==> src/rtl/bram_scan_pkg.sv <==
// Shared types and encodings for the BRAM scan/reduce engine.
package bram_scan_pkg;

  typedef enum logic [2:0] {
    ST_IDLE,
    ST_SCAN,
    ST_DRAIN,
    ST_WR_VAL,
    ST_WR_IDX,
    ST_DONE
  } state_t;

  typedef enum logic [1:0] {
    MODE_MAX  = 2'b00,
    MODE_MIN  = 2'b01,
    MODE_SUM  = 2'b10,
    MODE_RSVD = 2'b11
  } mode_t;

  localparam int CTRL_START    = 0;
  localparam int CTRL_MODE_LSB = 1;
  localparam int CTRL_SIGNED   = 3;

  localparam int STAT_DONE = 0;
  localparam int STAT_ERR  = 1;

endpackage

==> src/rtl/bram_scan_acc.sv <==
// Running max/min/sum over tagged words; exposes the next value so a write can capture it on the final update edge.
module bram_scan_acc
  import bram_scan_pkg::*;
#(
  parameter int DATA_W = 32,
  parameter int TAG_W  = 13
) (
  input  logic              clk,
  input  logic              reset_n,
  input  logic              clear,
  input  logic              valid,
  input  logic [DATA_W-1:0] data,
  input  logic [TAG_W-1:0]  tag,
  input  mode_t             mode,
  input  logic              sgn,
  output logic [DATA_W-1:0] res_nxt,
  output logic [DATA_W-1:0] idx_nxt
);

  logic [DATA_W-1:0] res;
  logic [DATA_W-1:0] idx_q;
  logic              have;
  logic              gt;
  logic              lt;

  always_comb begin
    if (sgn) begin
      gt = $signed(data) > $signed(res);
      lt = $signed(data) < $signed(res);
    end else begin
      gt = data > res;
      lt = data < res;
    end
  end

  // Strict compares keep the earliest index on ties.
  always_comb begin
    res_nxt = res;
    idx_nxt = idx_q;
    if (valid) begin
      case (mode)
        MODE_SUM: res_nxt = have ? res + data : data;
        MODE_MIN: begin
          if (!have || lt) begin
            res_nxt = data;
            idx_nxt = DATA_W'(tag);
          end
        end
        default: begin
          if (!have || gt) begin
            res_nxt = data;
            idx_nxt = DATA_W'(tag);
          end
        end
      endcase
    end
  end

  always_ff @(posedge clk or negedge reset_n) begin
    if (!reset_n) begin
      res   <= '0;
      idx_q <= '0;
      have  <= 1'b0;
    end else if (clear) begin
      res   <= '0;
      idx_q <= '0;
      have  <= 1'b0;
    end else if (valid) begin
      res   <= res_nxt;
      idx_q <= idx_nxt;
      have  <= 1'b1;
    end
  end

endmodule

==> src/rtl/bram_scan.sv <==
// Scans a block of BRAM words, reduces them (max/min/sum) and writes value and index back to a fixed result location.
//  state    | meaning
//  IDLE     | outputs quiet, waiting for start; checks parameters
//  SCAN     | one read address per cycle, count cycles
//  DRAIN    | waits RD_LAT cycles for in-flight read data
//  WR_VAL   | writes reduced value to RESULT_ADDR
//  WR_IDX   | writes index (max/min) or count (sum) to RESULT_ADDR+bytes
//  DONE     | status held until start is released
module bram_scan
  import bram_scan_pkg::*;
#(
  parameter int DATA_W      = 32,
  parameter int ADDR_W      = 13,
  parameter int RD_LAT      = 1,
  parameter int RESULT_ADDR = 0
) (
  input  logic                  clk,
  input  logic                  reset_n,
  input  logic [31:0]           ps_control,
  input  logic [31:0]           ps_base,
  input  logic [31:0]           ps_count,
  output logic [31:0]           pl_status,
  output logic [ADDR_W-1:0]     bram_addr,
  input  logic [DATA_W-1:0]     bram_rddata,
  output logic [DATA_W-1:0]     bram_wrdata,
  output logic [DATA_W/8-1:0]   bram_we
);

  localparam int              BYTES      = DATA_W / 8;
  localparam logic [ADDR_W-1:0] STEP     = ADDR_W'(BYTES);
  localparam logic [ADDR_W-1:0] RES_A    = ADDR_W'(RESULT_ADDR);
  localparam logic [ADDR_W-1:0] RES_I    = ADDR_W'(RESULT_ADDR + BYTES);
  localparam logic [1:0]      DRAIN_INIT = 2'(RD_LAT - 1);

  state_t            state;
  mode_t             mode;
  logic              sgn;
  logic [31:0]       count;
  logic [31:0]       left;
  logic [1:0]        drain_left;
  logic [ADDR_W-1:0] idx_cnt;
  logic              err;

  logic [RD_LAT-1:0] vld;
  logic [ADDR_W-1:0] tag_pipe [RD_LAT];

  logic              start;
  logic [ADDR_W-1:0] base_a;
  logic [63:0]       end_b;
  logic              bad;
  logic [DATA_W-1:0] res_nxt;
  logic [DATA_W-1:0] idx_nxt;
  logic              unused_bits;

  assign start       = ps_control[CTRL_START];
  assign base_a      = ps_base[ADDR_W-1:0];
  assign end_b       = 64'(base_a) + 64'(ps_count) * 64'(BYTES);
  assign unused_bits = ^{ps_control[31:4], ps_base[31:ADDR_W]};

  always_comb begin
    bad = (ps_count == 32'd0) ||
          ((base_a % STEP) != '0) ||
          (end_b > (64'd1 << ADDR_W)) ||
          (mode_t'(ps_control[CTRL_MODE_LSB +: 2]) == MODE_RSVD);
  end

  // Valid/index pipeline lines up with read data RD_LAT cycles after each address.
  always_ff @(posedge clk or negedge reset_n) begin
    if (!reset_n) begin
      vld <= '0;
      for (int k = 0; k < RD_LAT; k++) tag_pipe[k] <= '0;
    end else if (state == ST_IDLE) begin
      vld <= '0;
    end else begin
      vld[0]      <= (state == ST_SCAN);
      tag_pipe[0] <= idx_cnt;
      for (int k = 1; k < RD_LAT; k++) begin
        vld[k]      <= vld[k-1];
        tag_pipe[k] <= tag_pipe[k-1];
      end
    end
  end

  bram_scan_acc #(
    .DATA_W (DATA_W),
    .TAG_W  (ADDR_W)
  ) u_acc (
    .clk     (clk),
    .reset_n (reset_n),
    .clear   (state == ST_IDLE),
    .valid   (vld[RD_LAT-1]),
    .data    (bram_rddata),
    .tag     (tag_pipe[RD_LAT-1]),
    .mode    (mode),
    .sgn     (sgn),
    .res_nxt (res_nxt),
    .idx_nxt (idx_nxt)
  );

  always_ff @(posedge clk or negedge reset_n) begin
    if (!reset_n) begin
      state       <= ST_IDLE;
      mode        <= MODE_MAX;
      sgn         <= 1'b0;
      count       <= '0;
      left        <= '0;
      drain_left  <= '0;
      idx_cnt     <= '0;
      err         <= 1'b0;
      pl_status   <= '0;
      bram_addr   <= '0;
      bram_wrdata <= '0;
      bram_we     <= '0;
    end else begin
      case (state)
        ST_IDLE: begin
          bram_we   <= '0;
          pl_status <= '0;
          if (start) begin
            mode      <= mode_t'(ps_control[CTRL_MODE_LSB +: 2]);
            sgn       <= ps_control[CTRL_SIGNED];
            count     <= ps_count;
            left      <= ps_count - 32'd1;
            idx_cnt   <= '0;
            bram_addr <= base_a;
            err       <= bad;
            state     <= bad ? ST_DONE : ST_SCAN;
          end
        end
        ST_SCAN: begin
          if (!start) begin
            state <= ST_IDLE;
          end else if (left == 32'd0) begin
            drain_left <= DRAIN_INIT;
            state      <= ST_DRAIN;
          end else begin
            left      <= left - 32'd1;
            bram_addr <= bram_addr + STEP;
            idx_cnt   <= idx_cnt + 1'b1;
          end
        end
        ST_DRAIN: begin
          if (!start) begin
            state <= ST_IDLE;
          end else if (drain_left == 2'd0) begin
            // The last word is being absorbed on this edge, so take the accumulator's next value.
            bram_addr   <= RES_A;
            bram_wrdata <= res_nxt;
            bram_we     <= '1;
            state       <= ST_WR_VAL;
          end else begin
            drain_left <= drain_left - 2'd1;
          end
        end
        ST_WR_VAL: begin
          bram_addr   <= RES_I;
          bram_wrdata <= (mode == MODE_SUM) ? DATA_W'(count) : idx_nxt;
          bram_we     <= '1;
          state       <= ST_WR_IDX;
        end
        ST_WR_IDX: begin
          bram_we <= '0;
          state   <= ST_DONE;
        end
        ST_DONE: begin
          bram_we <= '0;
          if (!start) begin
            pl_status <= '0;
            state     <= ST_IDLE;
          end else begin
            pl_status            <= '0;
            pl_status[STAT_DONE] <= 1'b1;
            pl_status[STAT_ERR]  <= err;
          end
        end
        default: state <= ST_IDLE;
      endcase
    end
  end

endmodule

==> config.mk <==
export PLATFORM = sky130hd
export DESIGN_NAME = bram_scan
export DESIGN_NICKNAME = d
export VERILOG_FILES = /design/src/rtl/bram_scan_pkg.sv /design/src/rtl/bram_scan_acc.sv /design/src/rtl/bram_scan.sv
export SDC_FILE = /design/constraint.sdc
export NUM_CORES = 1
export LEC_CHECK = 0
export BUFFER_PORTS_ARGS = -buffer_cell sky130_fd_sc_hd__buf_2
export CELL_PAD_IN_SITES_DETAIL_PLACEMENT = 1
export CELL_PAD_IN_SITES_GLOBAL_PLACEMENT = 1
export CORE_UTILIZATION = 30
export CTS_CLUSTER_SIZE = 24
export DETAILED_ROUTE_END_ITERATION = 8
export HOLD_SLACK_MARGIN = 0.03
export PLACE_DENSITY = 0.64
export SYNTH_ARGS = -nofsm -noshare
export SYNTH_HDL_FRONTEND = slang
export SYNTH_SLANG_ARGS = --single-unit
==> constraint.sdc <==
create_clock -name clk -period 3.3 [get_ports clk]
set_input_delay 0.165 -clock clk [delete_from_list [all_inputs] [get_ports clk]]
set_output_delay 0.165 -clock clk [all_outputs]
set_load 0.01 [all_outputs]
======== Word-level counts from Yosys, hierarchy flattened ========
Cells that the tools add are included.
operators by class
  $add $sub $neg .......................... 7
  eq/ne operators ......................... 18
  reductions and logical operators ........ 26
  muxes and demuxes ....................... 54
  $lt $le $gt $ge ......................... 5
operators with widths
  cell                                                                     number
  32-bit two-way mux                                                       17
  32-bit one-hot mux with 2 select lines                                   5
  13-bit two-way mux                                                       8
  32-bit > comparator                                                      2
  32-bit logical NOT                                                       2
  32-bit < comparator                                                      2
  32-bit by 1-bit subtractor with 32-bit output (second input constant)    2
  13-bit one-hot mux with 4 select lines                                   1
  13-bit by 34-bit adder with 35-bit output                                1
  35-bit by 14-bit > comparator with 1-bit output (second input constant)  1
  32-bit adder                                                             1
  13-bit one-hot mux with 2 select lines                                   1
  3-bit two-way mux                                                        7
  3-bit one-hot mux with 6 select lines                                    1
  2-bit inequality test (second input constant)                            7
  13-bit by 1-bit adder with 13-bit output (second input constant)         1
  13-bit by 3-bit adder with 13-bit output (second input constant)         1
  13-bit nonzero test                                                      1
  4-bit one-hot mux with 3 select lines                                    1
  2-bit two-way mux                                                        5
  2-bit nonzero test                                                       5
  4-bit two-way mux                                                        2
  4-bit AND reduction                                                      2
  3-bit by 2-bit equality test with 1-bit output (second input constant)   2
  other kinds (21)                                                         32
word-level totals
  register bits after elaboration ......... 246
  input port bits ......................... 130
  logic and storage cells ................. 127

======== Longest topological paths before layout ========
Gate-level depths: netlist (run 1).
  word-level depth ........................ 9
  mapped depth ............................ 16

======== Modules after synthesis ========
A second synthesis (run 1) with hierarchy kept.
unflattened totals
  cell total of the unflattened synthesis .. 2,092
  area total of the unflattened synthesis .. 16,459.5 µm²
by module, submodules not included
  module         sequential area each (µm²)  area an instance (µm²)  instances  cells each
  bram_scan      3,703.6                     9,615.5                 1          1,187
  bram_scan_acc  1,626.6                     6,844.1                 1          905

======== Worst setup path before layout (run 1) ========
No wires, ideal clock.
  kind .................................... reg-to-reg
  start ................................... register state[0]
  end ..................................... register left[26]
  setup time .............................. 0.142 ns
  data required time ...................... 3.158 ns
  data arrival time ....................... 3.187 ns
  stages on the path, launching flop included .. 15
  path buffers ............................ 2
  slack ................................... -0.029 ns
  cell sequence ........................... dfrtp_1 > buf_4 > or3b_1 > buf_6 > clkinv_4 > mux2i_1 > ha_1 > and3_1 > nand3_4 > a21o_1 > or3_4 > nor3b_4 > o21ai_2 > a2111oi_1 > a211oi_1
between the ends
  longest elaborated chain between the ends .. 3
ends and longest elaborated chain
  element                                                                                     RTL line          RTL
  start, declared                                                                             bram_scan.sv:35   state_t state;
  start signal, assigned                                                                      bram_scan.sv:127  state <= bad ? ST_DONE : ST_SCAN;
  3-bit by 1-bit equality test with 1-bit output / 3-bit logical NOT (equally long branches)  bram_scan.sv:115  case (state)
  2-bit inequality test (no source line) / 2-bit nonzero test (equally long branches)         --
  4-bit AND reduction (no source line)                                                        --
  end signal, assigned                                                                        bram_scan.sv:123  left <= ps_count - 32'd1;
  end signal, assigned                                                                        bram_scan.sv:137  left <= left - 32'd1;
  end, declared                                                                               bram_scan.sv:39   logic [31:0] left;
Parallel ways exist; a longest one is shown, timed or not.
A chain may end at the register's enable or synchronous reset.

======== Worst setup path in the final report (run 1) ========
  start ................................... register u_acc.res[11]
  end ..................................... register bram_wrdata[31]
between the ends
  longest elaborated chain between the ends .. 9
ends and longest elaborated chain
  element                                            RTL line                                  RTL
  start, declared                                    bram_scan_acc.sv:20                       logic [DATA_W-1:0] res;
  start signal, assigned                             bram_scan_acc.sv:69                       res <= res_nxt;
  32-bit > comparator, or another cell as far along  bram_scan_acc.sv:31                       gt = data > res;
  1-bit two-way mux                                  bram_scan_acc.sv:27                       if (sgn) begin
  1-bit logical OR, on equally long branches         bram_scan_acc.sv:50, bram_scan_acc.sv:44
  32-bit two-way mux, on equally long branches       bram_scan_acc.sv:50, bram_scan_acc.sv:44
  32-bit one-hot mux with 2 select lines             bram_scan_acc.sv:41                       case (mode)
  32-bit two-way mux                                 bram_scan_acc.sv:40                       if (valid) begin
  32-bit two-way mux                                 bram_scan.sv:145                          end else if (drain_left == 2'd0) begin
  32-bit two-way mux                                 bram_scan.sv:143                          if (!start) begin
  32-bit one-hot mux with 2 select lines *           bram_scan.sv:115
  end signal, assigned                               bram_scan.sv:148                          bram_wrdata <= res_nxt;
  end signal, assigned                               bram_scan.sv:157                          bram_wrdata <= (mode == MODE_SUM) ? DATA_W'(count) : idx_nxt;
  end, declared                                      bram_scan.sv:25                           output logic [DATA_W-1:0] bram_wrdata,
Mark *: on every way between the ends. The rest lies on a longest branch, timed or not. The select of a mux whose other input is x is not followed.

==> impl.org, run 1 <==
** Outcome
- Outcome :: complete, no violations

** STA
- Final setup violation count :: 0
- The number of max-slew violations in the final report was 0.
- Period utilisation layout :: 98.8%
- Measured against its own limit, the worst slew margin works out to 43.7%.
- Fin crit period :: 3.26 ns
- Setup repair after global routing could not meet its margin everywhere.
- Derived from the worst setup path, the maximum achievable clock frequency is 307 MHz.
- The number of failing hold endpoints at the final stage is 0.
- Across the routed clock network, the largest skew measured is 0.0266 ns.
- After layout, the worst setup slack is 0.0409 ns.
- Actual transition at the worst max-transition pin :: 0.845 ns

** Synth
- Counting flops and latches in the post-synthesis netlist gives 213.
- Synth top area share :: 34.1%
- Summing the areas of all fa, ha and maj instances in the mapped netlist gives 6.66% of the synthesized area.
- Cell taking the most area after synthesis :: sky130_fd_sc_hd__dfrtp_1
- Counting every instance in the synthesized netlist gives 1,935.
- Area of the mapped netlist :: 0.0156 mm^2
- Syn_area_per_cell :: 8.08 um^2
- The synthesized netlist devotes 24.6% of its cell area to compound gates.
- In the synthesized netlist, the cells that appear most often are sky130_fd_sc_hd__nand2_1 (239), sky130_fd_sc_hd__dfrtp_1 (213), sky130_fd_sc_hd__nor2_1 (201), sky130_fd_sc_hd__a21oi_1 (180), sky130_fd_sc_hd__o21ai_0 (136).
- Post-Synth XOR/XNOR Area :: 2.63%
- Most frequent cell after synthesis :: sky130_fd_sc_hd__nand2_1
- Of the total synthesized cell area, the portion taken by AND, OR, NAND and NOR gates is 21.1%.
- In the synthesized netlist, mux cells make up 3.99% of the area.
- The Yosys step of the flow raised 0 warnings.
- After synthesis, the netlist uses 97 different library cells.
- Count of flip-flops with a built-in enable after synthesis :: 0
- For this run, asynchronously set or reset flops after synthesis account for 100%.
- Synth top area cells :: sky130_fd_sc_hd__dfrtp_1 (34%), sky130_fd_sc_hd__ha_1 (6.4%), sky130_fd_sc_hd__a21oi_1 (5.8%), sky130_fd_sc_hd__nand2_1 (5.7%), sky130_fd_sc_hd__nor2_1 (4.8%)
- Summing the sequential cell areas from Yosys gives 34.1% of the chip area.
- In the synthesized netlist the dominant register cell turns out to be sky130_fd_sc_hd__dfrtp_1.
- After synthesis, the largest family of logic cells by area is compound AO/OA/AOI/OAI gates.

** Worst setup path
- STA classifies the critical path endpoint as a register.
- By startpoint and endpoint, the worst setup path is classified as register to register.
- Peak per-stage delay on the critical path :: 0.35 ns
- In this run the register-to-register setup slack is 0.04 ns.
- Walking the worst path, the cells encountered are inv_1 > ha_4 > nand4_1 > nor3_2 > buf_4 > o21ai_2 > a41o_1 > a21oi_2 > a21boi_2 > buf_6 > a21oi_4 > buf_6 > buf_12 > o22ai_1 > o21ai_0 > o21ai_0 > nor3_1.
- Crit path max fanout :: 15
- Buf+Inv Stages, Crit Path :: 5
- STA puts the critical path data arrival time at 3.73 ns.
- Among cell families on the critical path, the largest total delay comes from compound AO/OA/AOI/OAI gates.
- STA classifies the critical path startpoint as a register.
- Among all stages on the critical path, the largest delay is contributed by sky130_fd_sc_hd__dfrtp_1.
- At the worst endpoint, the required time is 3.77 ns.

** Place
- The congestion estimate from routability-driven global placement came to 0.869.
- Placed instance count :: 2,884
- Standard cell area after detailed placement :: 0.0186 mm^2
- The count of buffers added on input and output ports is 133.
- The HPWL after detailed placement is 45.9 mm.
- Timing analysis after detailed placement gives a worst setup slack of -0.305 ns.

** Power
- Largest vdd supply drop :: 0.000322 V
- Lkg Pwr :: 9.39 nW
- Dividing total power by cell area gives a power density of 758 mW/mm^2.
- Overall power after layout :: 0.0159 W

** Die
- Die height :: 230 um
- From left edge to right edge, the die measures 230 um.
- IO Count :: 211
- The initialized floorplan defines 83 standard-cell rows.
- The core region is 0.0514 mm^2.
- The die covers 0.0530 mm^2.
- Initial core utilization :: 30.4%

** Route
- Once detail routing completed, the nets flagged for antenna violations numbered 0.
- Wires add up to 61.9 mm.
- Count of unresolved DRC violations after routing :: 0
- The detailed router placed 16,280 vias in this run.
- Dividing the detail-routed wire length by the instance count gives 20.6 um.
- In this run, the number of DRC markers left after iteration 0 of detailed routing was 914.
- Vias per inst :: 5.42
- DR pass1 iterations :: 5

** GRT
- Global-route wire length before repair :: 96.4 mm
- The initial antenna violation count was 0.
- Maximum number of pins on one net before global-route repair :: 86
- GRT Util Overall :: 22.7%
- The via count of the first global-routing pass is 16,847.
- Grt total ovfl :: 0

** Final layout
- In the final layout, flip-flops and latches occupy 0.00533 mm^2.
- Final instance area :: 0.0210 mm^2
- Filler instances :: 6,118
- Fraction of final layout cells sized beyond drive strength 1 :: 27.1%
- Diode count :: 0
- Compared with the post-synthesis result, the final layout area differs by 34.1%.
- Cell Count, Final, Fillers Out :: 3,001
- Footprint of the multi-input gates :: 0.0100 mm^2
- NumNets Final :: 2,513

** Clock network
- In this run the deepest clock path goes through 3 buffers.
- Clock sink count :: 213
- Clock tree synthesis selected as its root buffer the cell sky130_fd_sc_hd__clkbuf_16.
- H-tree level count :: 1
- TritonCTS built the clock tree.
- After clock tree synthesis, the clock-pin slew on the worst setup and hold paths is 0.06 ns.
- Clock network latency to the later pin of the worst-skew pair :: 0.56 ns
- In this run, CTS created clock tree buffers numbering 27.

** Hold path
- Classification of the worst-slack hold path :: input port to register

** Job
- Max-cap violations in this run came to 0.
flip-flops by register name, summed over array words and instances (netlist names):
name,cells
left,32
idx_cnt,13
bram_wrdata,32
bram_addr,13
u_acc.res,32
u_acc.have,1
bram_we,1
sgn,1
count,32
tag_pipe,13
pl_status,2
drain_left,2
vld,1
u_acc.idx_q,32
err,1
mode,2
state,3
routing by layer:
metal	GRT usage (%)	up-vias	part of all wire [%]
met3	2.13	88	3.4
met5	0	-	0
met2	39.4	338	49
li1	-	7653	-
met4	6.42	0	2.7
met1	29.9	8201	45
power breakdown:
group          switching [W]  total, W  internal, W  leakage (nW)
sequential          0.000603   0.00382      0.00321          2.71
clock                0.00123   0.00324      0.00201         0.458
combinational        0.00492   0.00882      0.00390          6.22
logic make-up (layout without fill, tap and decap cells):
logic type | count (synthesis) | in the layout
buffers and inverters | 238 | 595
other | 1 | 30
adders and majority gates | 82 | 82
and+or+nand+nor | 712 | 712
muxes | 59 | 59
AOI/OAI and AO/OA | 583 | 583
xor gates and xnor gates | 47 | 47
DFF | 213 | 213
final timing paths:
check                      depth (start not counted)              end             from
max                                               17  bram_wrdata[31]    u_acc.res[11]
max in group asynchronous                          3         left[15]          reset_n
min in group asynchronous                          2         left[20]          reset_n
min                                                3    u_acc.res[28]  bram_rddata[28]
max reg2reg                                       17  bram_wrdata[31]    u_acc.res[11]
min reg2reg                                        2        count[20]        count[20]
metrics by stage:
step	util (%)	TNS [ns]	hold WS (ns)
after global routing	40.8	-0.871	0.0598
after detailed placement	36.1	-3.95	0.239
after global placement	36.1	-0.847	0.229
after CTS	39.3	0	0.0312
after floorplan	-	0	-0.131
final	40.8	0	0.0474
what timing repair did:
item,in CTS,in global routing
hold buffers,46,0
gates cloned,0,2
pin swaps,11,59
hold endpoints to repair,130,0
endpoints found under the setup margin,64,93
gates resized for setup,29,133
buffers inserted,6,16
area by class of cell:
| class | count | area share [%] |
|---|---|---|
| multi-input cells | 1513 | 48.0 |
| flip-flops and latches | 213 | 25.4 |
| repair buffers | 460 | 16.4 |
| well taps | 680 | 4.06 |
| clock buffers | 37 | 3.64 |
| inverters | 86 | 1.58 |
| clock inverters | 12 | 0.967 |
worst reg2reg max path, cell delays in order (launching register included):
cell	delay, ns
sky130_fd_sc_hd__dfrtp_1	0.35
sky130_fd_sc_hd__inv_1	0.09
sky130_fd_sc_hd__ha_4	0.31
sky130_fd_sc_hd__nand4_1	0.14
sky130_fd_sc_hd__nor3_2	0.20
sky130_fd_sc_hd__buf_4	0.15
sky130_fd_sc_hd__o21ai_2	0.08
sky130_fd_sc_hd__a41o_1	0.26
sky130_fd_sc_hd__a21oi_2	0.19
sky130_fd_sc_hd__a21boi_2	0.10
sky130_fd_sc_hd__buf_6	0.14
sky130_fd_sc_hd__a21oi_4	0.16
sky130_fd_sc_hd__buf_6	0.15
sky130_fd_sc_hd__buf_12	0.17
sky130_fd_sc_hd__o22ai_1	0.13
sky130_fd_sc_hd__o21ai_0	0.23
sky130_fd_sc_hd__o21ai_0	0.12
sky130_fd_sc_hd__nor3_1	0.20
cells in the final DEF, fill, tap and decap left out, types with 10 or more instances in the layout:
cell type	instances
sky130_fd_sc_hd__nor4_1	20
sky130_fd_sc_hd__buf_4	260
sky130_fd_sc_hd__o22ai_1	17
sky130_fd_sc_hd__a22oi_1	12
sky130_fd_sc_hd__ha_1	63
sky130_fd_sc_hd__and2_1	24
sky130_fd_sc_hd__nor3_1	65
sky130_fd_sc_hd__o21ai_1	19
sky130_fd_sc_hd__a221oi_1	12
sky130_fd_sc_hd__a21oi_2	19
sky130_fd_sc_hd__buf_6	10
sky130_fd_sc_hd__o21ai_0	116
sky130_fd_sc_hd__clkbuf_16	29
sky130_fd_sc_hd__buf_2	132
sky130_fd_sc_hd__mux2i_1	32
sky130_fd_sc_hd__a221o_1	18
sky130_fd_sc_hd__nor2_1	199
sky130_fd_sc_hd__nor2b_1	13
sky130_fd_sc_hd__inv_1	75
sky130_fd_sc_hd__dfrtp_1	213
sky130_fd_sc_hd__and3_1	19
sky130_fd_sc_hd__xnor2_1	29
sky130_fd_sc_hd__nand3_1	39
sky130_fd_sc_hd__nand4_1	13
sky130_fd_sc_hd__nand2b_1	19
sky130_fd_sc_hd__a211oi_1	19
sky130_fd_sc_hd__o221ai_1	29
sky130_fd_sc_hd__a21oi_1	160
sky130_fd_sc_hd__a31oi_1	10
sky130_fd_sc_hd__conb_1	30
sky130_fd_sc_hd__mux2_2	23
sky130_fd_sc_hd__o21bai_1	12
sky130_fd_sc_hd__ha_4	11
sky130_fd_sc_hd__dlygate4sd3_1	46
sky130_fd_sc_hd__nand2_1	236
sky130_fd_sc_hd__xor2_1	18
sky130_fd_sc_hd__o211ai_1	13
Note: power is estimated with default switching activity, not from simulation.
==> run 2, diff against run 1 <==
--- a/config.mk
+++ b/config.mk
@@ -12,7 +12,7 @@
 export CTS_CLUSTER_SIZE = 24
 export DETAILED_ROUTE_END_ITERATION = 8
 export HOLD_SLACK_MARGIN = 0.03
-export PLACE_DENSITY = 0.64
+export PLACE_DENSITY = 0.61
 export SYNTH_ARGS = -nofsm -noshare
 export SYNTH_HDL_FRONTEND = slang
 export SYNTH_SLANG_ARGS = --single-unit
==> constraint.sdc (replaced) <==
create_clock -name clk -period 3.28 [get_ports clk]
set_input_delay 0.164 -clock clk [delete_from_list [all_inputs] [get_ports clk]]
set_output_delay 0.164 -clock clk [all_outputs]
set_load 0.01 [all_outputs]
==> run 2 against run 1 <==
Effect of this change:
- the run now ends with setup timing left
- worst setup slack lost 0.082 ns
- sequential share of layout area shrank 0.71 points
- via count grew 0.51%
- wire length grew 2.9%
- fmax shrank 1.9%
- die area is the same
==> impl.org, run 2 (synthesis results as in run 1) <==
** Final layout
- Diode count :: 0 (unchanged)
- Fraction of final layout cells sized beyond drive strength 1 :: 29.4% (+2.4 points)
- Sequential cell area :: 0.00533 mm^2 (unchanged)
- Leaving out fill and tap cells, the most frequent cell in the layout is sky130_fd_sc_hd__buf_4.
- Area Overhead vs Synth :: 38.0%
- The final cell utilization of the core is 41.9% (+1.2 points).
- The area used by multi-input combinational logic was 0.0104 mm^2 (+3.3%).
- NumNets Final :: 2,543 (+1.2%)
- Filler instances :: 6,054 (-1.0%)
- Highest-count cells in the layout ignoring fill and taps :: sky130_fd_sc_hd__buf_4 (284), sky130_fd_sc_hd__nand2_1 (236), sky130_fd_sc_hd__dfrtp_1 (213)

** STA
- The max-slew headroom at the worst pin is 21.3% (-22 points).
- The final period utilization is 101% (+2.5 points).
- The final clock skew was 0.0139 ns (-0.0127 ns).
- Actual transition at the worst max-transition pin :: 1.18 ns (+0.333 ns)
- The number of failing hold endpoints at the final stage came to 0 (unchanged).
- Setup repair after global routing could not meet its margin everywhere.
- Max-slew violation count :: 0 (unchanged)
- The post-layout minimum cycle time was 3.32 ns (+0.0624 ns).
- The highest clock rate came to 301 MHz (-1.9%).
- Final worst-path setup slack :: -0.0415 ns (-0.0824 ns)
- The final number of setup-violating endpoints was 1 (+1).
- Total negative slack :: -0.0415 ns (-0.0415 ns)
- The worst hold slack was 0.0739 ns (+0.0265 ns).

** Power
- Net switching share of the total power :: 42.8% (+0.28 points)
- Lkg Pwr :: 9.63 nW (+2.5%)
- The sequential fraction of design power is 23.0% (-1.0 points).
- The internal power contribution came to 0.00945 W (+3.6%).
- The part of the power in combinational logic came to 57.1% (+1.5 points).
- The proportion of power drawn by the clock network was 19.9% (-0.5 points).
- The overall power after layout is 0.0165 W (+4.1%).
- The power dissipated by switching net loads was 0.00708 W (+4.8%).
- The cell area power density came to 767 mW/mm^2 (+1.2%).
- Largest vdd supply drop :: 0.000443 V (+37%)

** Die
- The chip height is 230 um (unchanged).
- The number of core rows came to 83 (unchanged).
- The initial cell density of the core was 30.4% (unchanged).
- The number of top-level pins came to 211 (unchanged).
- The die outline width is 230 um (unchanged).
- Core area :: 0.0514 mm^2 (unchanged)
- Die Area :: 0.0530 mm^2 (unchanged)

** Clock network
- The insertion delay to the later sink of the worst-skew pair was 0.57 ns (about the same).
- The tree is rooted in a sky130_fd_sc_hd__clkbuf_16.
- The clock transition at the register clock pins on the worst setup and hold paths after CTS came to 0.06 ns (about the same).
- TritonCTS clock tree :: built
- The CTS sink count is 213 (unchanged).
- Max Root-Sink Buffers :: 3 (unchanged)
- The number of buffers added by the clock tree synthesis step is 28 (+3.7%).
- H-tree level count :: 1 (unchanged)

** Worst setup path
- Crit path max-delay cell type :: sky130_fd_sc_hd__dfrtp_1
- The most critical setup path has its startpoint at u_acc.res[6].
- CP cell instances :: inv_2 > ha_4 > nand4_1 > nor3_2 > o21ai_1 > a41o_1 > buf_4 > a21oi_4 > buf_6 > buf_4 > mux2i_1 > nor2_1 > a21oi_2 > o21ai_0 > a22oi_1 > nor2_1
- Data arrival time at the worst-slack endpoint :: 3.74 ns (about the same)
- Launching element type of the critical path :: register
- The register-to-register setup slack is -0.04 ns (-0.08 ns).
- CP top delay family :: compound AO/OA/AOI/OAI gates
- The data required time at the worst endpoint came to 3.70 ns (-0.07 ns).
- Category of the worst setup path capture point :: register
- The startpoint identified for the worst register-to-register timing path is u_acc.res[6].
- Buf+Inv Stages, Crit Path :: 4 (-1)
- Crit path max fanout :: 6 (-9)
- Worst setup path class :: register to register
- Peak per-stage delay on the critical path :: 0.39 ns (+0.04 ns)

** Place
- Final estimated routing congestion in global placement :: 0.859 (-1.2%)
- The HPWL after detailed placement is 46.1 mm (+0.31%).
- The count of input and output buffers is 133 (unchanged).

** Route
- Routed wire length per instance :: 21.0 um (+1.8%)
- Number of nets still failing antenna checks after routing :: 0 (unchanged)
- The routed via count divided by cell count is 5.39 (-0.55%).
- Count of unresolved DRC violations after routing :: 0 (unchanged)
- Vias post-DR :: 16,363 (+0.51%)
- The length of the first detailed-routing pass in iterations was 6 (+1).
- The aggregate routed wire length is 63.7 mm (+2.9%).
- The first-iteration detailed-routing DRC count is 873 (-4.5%).

** GRT
- GRT Util Overall :: 23.3% (+0.59 points)
- Global-route wire length before repair :: 98.2 mm (+1.9%)
- Vias in the first global route :: 17,234 (+2.3%)
- Maximum number of pins on one net before global-route repair :: 101 (+17%)
- Antenna violations before repair :: 0 (unchanged)
- The final global-route overflow total came to 0 (unchanged).

** Outcome
- The checks that failed: setup timing.
- The run finished, with violations left.

** Job
- Max-capacitance violation count :: 0 (unchanged)

** Hold path
- Startpoint of the lowest-slack hold path :: ps_count[13]
- The tightest min-delay check is of the input port to register type.
run 2: cell count changes in the layout (fill, tap and decap cells not counted), sizes merged:
cell and change:
clkinv +6, inv -1, clkbuf +3, bufinv -2
clkinvlp -2, dlygate4sd3 +3, buf +25
run 2: through the flow:
stage          instances  area (um^2)  setup WS (ns)
4_1_cts             3004        20400       0.000522
3_3_place_gp        2898        18700         -0.237
3_5_place_dp        2898        18700         -0.264
2_1_floorplan       1964        15700         0.0304
6_report            3033        21600        -0.0415
5_1_grt             3033        21600         -0.127
run 2: what timing repair did:
item	in CTS	in global routing
pin swaps	15	65
gates resized for setup	45	163
hold buffers	49	0
setup endpoints to repair	78	71
gates cloned	0	3
buffers inserted	5	27
hold endpoints to repair	153	0
run 2: worst paths after layout:
kind | to | cells past startpoint
worst min-delay path | count[13] | 4
min in group asynchronous | left[21] | 2
max in group asynchronous | tag_pipe[1] | 3
worst max-delay path | u_acc.idx_q[8] | 16
worst min register to register | count[11] | 2
worst max register to register | u_acc.idx_q[8] | 16
run 2: worst reg2reg max path: stages, from the launching register on:
cell,delay [ns]
sky130_fd_sc_hd__dfrtp_1,0.39
sky130_fd_sc_hd__inv_2,0.06
sky130_fd_sc_hd__ha_4,0.28
sky130_fd_sc_hd__nand4_1,0.19
sky130_fd_sc_hd__nor3_2,0.26
sky130_fd_sc_hd__o21ai_1,0.09
sky130_fd_sc_hd__a41o_1,0.29
sky130_fd_sc_hd__buf_4,0.16
sky130_fd_sc_hd__a21oi_4,0.23
sky130_fd_sc_hd__buf_6,0.17
sky130_fd_sc_hd__buf_4,0.13
sky130_fd_sc_hd__mux2i_1,0.18
sky130_fd_sc_hd__nor2_1,0.08
sky130_fd_sc_hd__a21oi_2,0.24
sky130_fd_sc_hd__o21ai_0,0.14
sky130_fd_sc_hd__a22oi_1,0.22
sky130_fd_sc_hd__nor2_1,0.06
run 2: power by group through the flow:
stage	Combinational [W]	Clock (W)	Sequential, W
after floorplan	0.00437	0	0.00371
after global placement	0.00775	0	0.00378
after detailed placement	0.00794	0	0.00382
after CTS	0.00829	0.00335	0.00378
after global routing	0.0102	0.00348	0.00390
final	0.00944	0.00329	0.00381
run 2: layer usage:
layer,global-route usage (%),vias up,wire length (um)
met1,30.3,8209,28400
met5,0,-,0
met4,7.91,0,1970
li1,-,7701,-
met3,2.28,109,2200
met2,40.2,344,31100
run 2: cell type report:
cell class                 instances  share of cell area (%)
inverter                          86                    1.53
multi-input combinational       1513                    48.1
sequential                       213                    24.7
clock buffer                      39                    3.77
timing repair buffer             489                    17.1
tap                              680                    3.95
clock inverter                    13                   0.795
==> run 3, diff against run 2 <==
--- a/config.mk
+++ b/config.mk
@@ -6,8 +6,10 @@
 export NUM_CORES = 1
 export LEC_CHECK = 0
 export BUFFER_PORTS_ARGS = -buffer_cell sky130_fd_sc_hd__buf_2
+export CAP_MARGIN = 5
 export CELL_PAD_IN_SITES_DETAIL_PLACEMENT = 1
 export CELL_PAD_IN_SITES_GLOBAL_PLACEMENT = 1
+export CORE_MARGIN = 1.5
 export CORE_UTILIZATION = 30
 export CTS_CLUSTER_SIZE = 24
 export DETAILED_ROUTE_END_ITERATION = 8
==> run 3 against run 2 <==
Effect of this change:
- the run now ends clean
- critical path depth is 3 lower
- clock power is 3% lower
- sequential power hardly changed
- final area is 3.1% lower
- wire length is 0.33% lower
- sequential cell count stayed put
==> impl.org, run 3 (synthesis results as in run 1) <==
** Final layout
- Filler instances :: 6,130 (+1.3%)
- Diode count :: 0 (unchanged)
- The area used by sequential logic in the layout is 0.00533 mm^2 (unchanged).
- Relative to the synthesized area, the layout overhead comes to 33.7%.
- Commonest non-fill, non-tap cell in the layout :: sky130_fd_sc_hd__buf_4
- Cell Count, Final, Fillers Out :: 2,993 (-1.3%)
- Final instance area :: 0.0209 mm^2 (-3.1%)
- Fraction of final layout cells sized beyond drive strength 1 :: 27.1% (-2.3 points)
- NumNets Final :: 2,505 (-1.5%)
- In the layout the commonest cells are sky130_fd_sc_hd__buf_4 (247), sky130_fd_sc_hd__nand2_1 (236), sky130_fd_sc_hd__dfrtp_1 (213).
- The area used by multi-input combinational logic was 0.0101 mm^2 (-3.1%).

** Die
- The chip height came to 231 um (+0.43%).
- IO Count :: 211 (unchanged)
- Number of placement rows :: 83 (unchanged)
- Initial core utilization :: 30.4% (unchanged)
- The area of the die is 0.0535 mm^2 (+0.87%).
- The die outline width is 231 um (+0.43%).
- Core area :: 0.0514 mm^2 (unchanged)

** GRT
- Maximum number of pins on one net before global-route repair :: 81 (-20%)
- The final global-route overflow total came to 0 (unchanged).
- Antenna violations before repair :: 1 (+1)
- The overall global routing resource usage is 23.0% (-0.36 points).
- The wire length of the first global-routing pass came to 97.9 mm (-0.35%).
- Vias in the first global route :: 16,957 (-1.6%)

** Job
- The reported max-cap violation count came to 0 (unchanged).

** STA
- The max-slew headroom at the worst pin was 23.3% (+2.0 points).
- The final clock skew came to 0.0120 ns (-0.00194 ns).
- Max-slew violation count :: 0 (unchanged)
- Final Hold Viols :: 0 (unchanged)
- The final number of setup-violating endpoints is 0 (-1).
- The post-layout minimum cycle time came to 3.20 ns (-0.124 ns).
- Actual transition at the worst max-transition pin :: 1.15 ns (-0.0294 ns)
- The highest clock rate is 313 MHz (+3.9%).
- Setup repair after global routing could not meet its margin everywhere.
- Period utilisation layout :: 97.5% (-3.8 points)

** Place
- The HPWL after detailed placement came to 45.6 mm (-1.0%).
- I/O Buffers :: 133 (unchanged)
- Final estimated routing congestion in global placement :: 0.889 (+3.5%)
- Standard cell area after detailed placement :: 0.0184 mm^2 (-1.4%)
- Placed instance count :: 2,862 (-1.2%)

** Clock network
- H-tree level count :: 1 (unchanged)
- Cts bufs inserted :: 28 (unchanged)
- In this run the clock root is driven by a sky130_fd_sc_hd__clkbuf_16.
- The maximum buffer depth of the clock tree is 3 (unchanged).
- Clock network latency to the later pin of the worst-skew pair :: 0.56 ns (about the same)
- The clock transition at the register clock pins on the worst setup and hold paths after CTS was 0.06 ns (about the same).
- TritonCTS clock tree :: built
- Clock sink count :: 213 (unchanged)

** Route
- Vias per inst :: 5.44 (+0.81%)
- Count of unresolved DRC violations after routing :: 0 (unchanged)
- DRC violation total after the first TritonRoute iteration :: 934 (+7.0%)
- The total number of vias is 16,278 (-0.52%).
- The final routed wire length divided by cell count came to 21.2 um (+1.0%).
- DR pass1 iterations :: 5 (-1)
- Aggregate routed wire length :: 63.5 mm (-0.33%)
- The number of nets with antenna violations after routing came to 0 (unchanged).

** Worst setup path
- Worst setup path class :: register to register
- Launching element type of the critical path :: register
- The largest fanout on the critical path is 6 (unchanged).
- STA classifies the critical path endpoint as a register.
- The data arrival time of the worst path came to 3.67 ns (-0.07 ns).
- CP required :: 3.76 ns (+0.06 ns)

** Power
- Largest vdd supply drop :: 0.000352 V (-21%)
- Pwr Density :: 756 mW/mm^2 (-1.5%)
- Lkg Pwr :: 9.34 nW (-3.0%)

** Outcome
- Outcome :: complete, no violations

** Hold path
- In this run the worst hold path is classified as input port to register.
-- run 3: changes by cell type in the layout (fill, tap and decap cells not counted), sizes merged --
cell / before / now
clkinv: 9 / 11
buf: 437 / 399
clkbuf: 42 / 35
dlygate4sd3: 49 / 50
clkinvlp: 2 / 4
-- run 3: power by group --
| part | total [W] | internal, W | switching (W) |
|---|---|---|---|
| logic | 0.00878 | 0.00388 | 0.00490 |
| clock network | 0.00318 | 0.00189 | 0.00129 |
| registers | 0.00383 | 0.00323 | 0.000595 |
| total | 0.0158 | 0.00900 | 0.00679 |
-- run 3: area by class of cell --
class                           count  area share, %
Inverter                           86           1.58
Timing Repair Buffer              451           16.2
Clock inverter                     17          0.850
Multi-Input combinational cell   1513           48.1
Clock buffer                       33           3.64
Tap cell                          680           4.07
Sequential cell                   213           25.5
-- run 3: timing repair --
action / in CTS / in global routing
gates resized for setup: 32 / 122
cloned: 0 / 2
endpoints found under the setup margin: 76 / 90
buffers inserted: 3 / 26
pin swaps: 12 / 54
hold buffers: 49 / 1
hold endpoints to repair: 134 / 1
-- run 3: stage by stage --
step	setup TNS [ns]	setup WS, ns	hold slack, ns	util (%)	total power, W
2_1_floorplan	0	0.0304	-0.132	-	0.00808
3_3_place_gp	-1.01	-0.190	0.215	35.9	0.0113
3_5_place_dp	-4.15	-0.293	0.223	35.9	0.0116
4_1_cts	-0.0379	-0.0240	0.0359	39.0	0.0151
5_1_grt	-1.03	-0.0540	0.0759	40.7	0.0168
6_report	0	0.0824	0.0755	40.7	0.0158
-- run 3: path summary, 6_finish.rpt --
path,start,end,slack (ns),cells after the start
worst max-delay path,state[1],left[30],0.08,13
worst min-delay path,bram_rddata[22],u_acc.res[22],0.08,3
worst max register to register,state[1],left[30],0.08,13
worst min register to register,count[30],count[30],0.49,2
max in group asynchronous,reset_n,left[2],2.12,3
min in group asynchronous,reset_n,left[18],0.16,2
-- run 3: routing by layer --
metal	track usage, %	up-vias	routed length, um
met5	0	-	0
met4	5.66	0	1470
met3	1.86	81	2210
met2	40.1	322	31300
met1	30.6	8246	28500
li1	-	7629	-
-- run 3: critical path, stage by stage (launching register included) --
cell and delay [ns]:
sky130_fd_sc_hd__dfrtp_1 0.38, sky130_fd_sc_hd__or3b_4 0.43, sky130_fd_sc_hd__inv_8 0.11, sky130_fd_sc_hd__mux2i_4 0.24
sky130_fd_sc_hd__ha_2 0.21, sky130_fd_sc_hd__and3_4 0.21, sky130_fd_sc_hd__nand3_4 0.07, sky130_fd_sc_hd__a21o_1 0.17
sky130_fd_sc_hd__or3_4 0.35, sky130_fd_sc_hd__nor3b_4 0.28, sky130_fd_sc_hd__o21ai_4 0.14, sky130_fd_sc_hd__o31ai_1 0.22
sky130_fd_sc_hd__a21oi_1 0.12, sky130_fd_sc_hd__a211oi_2 0.17
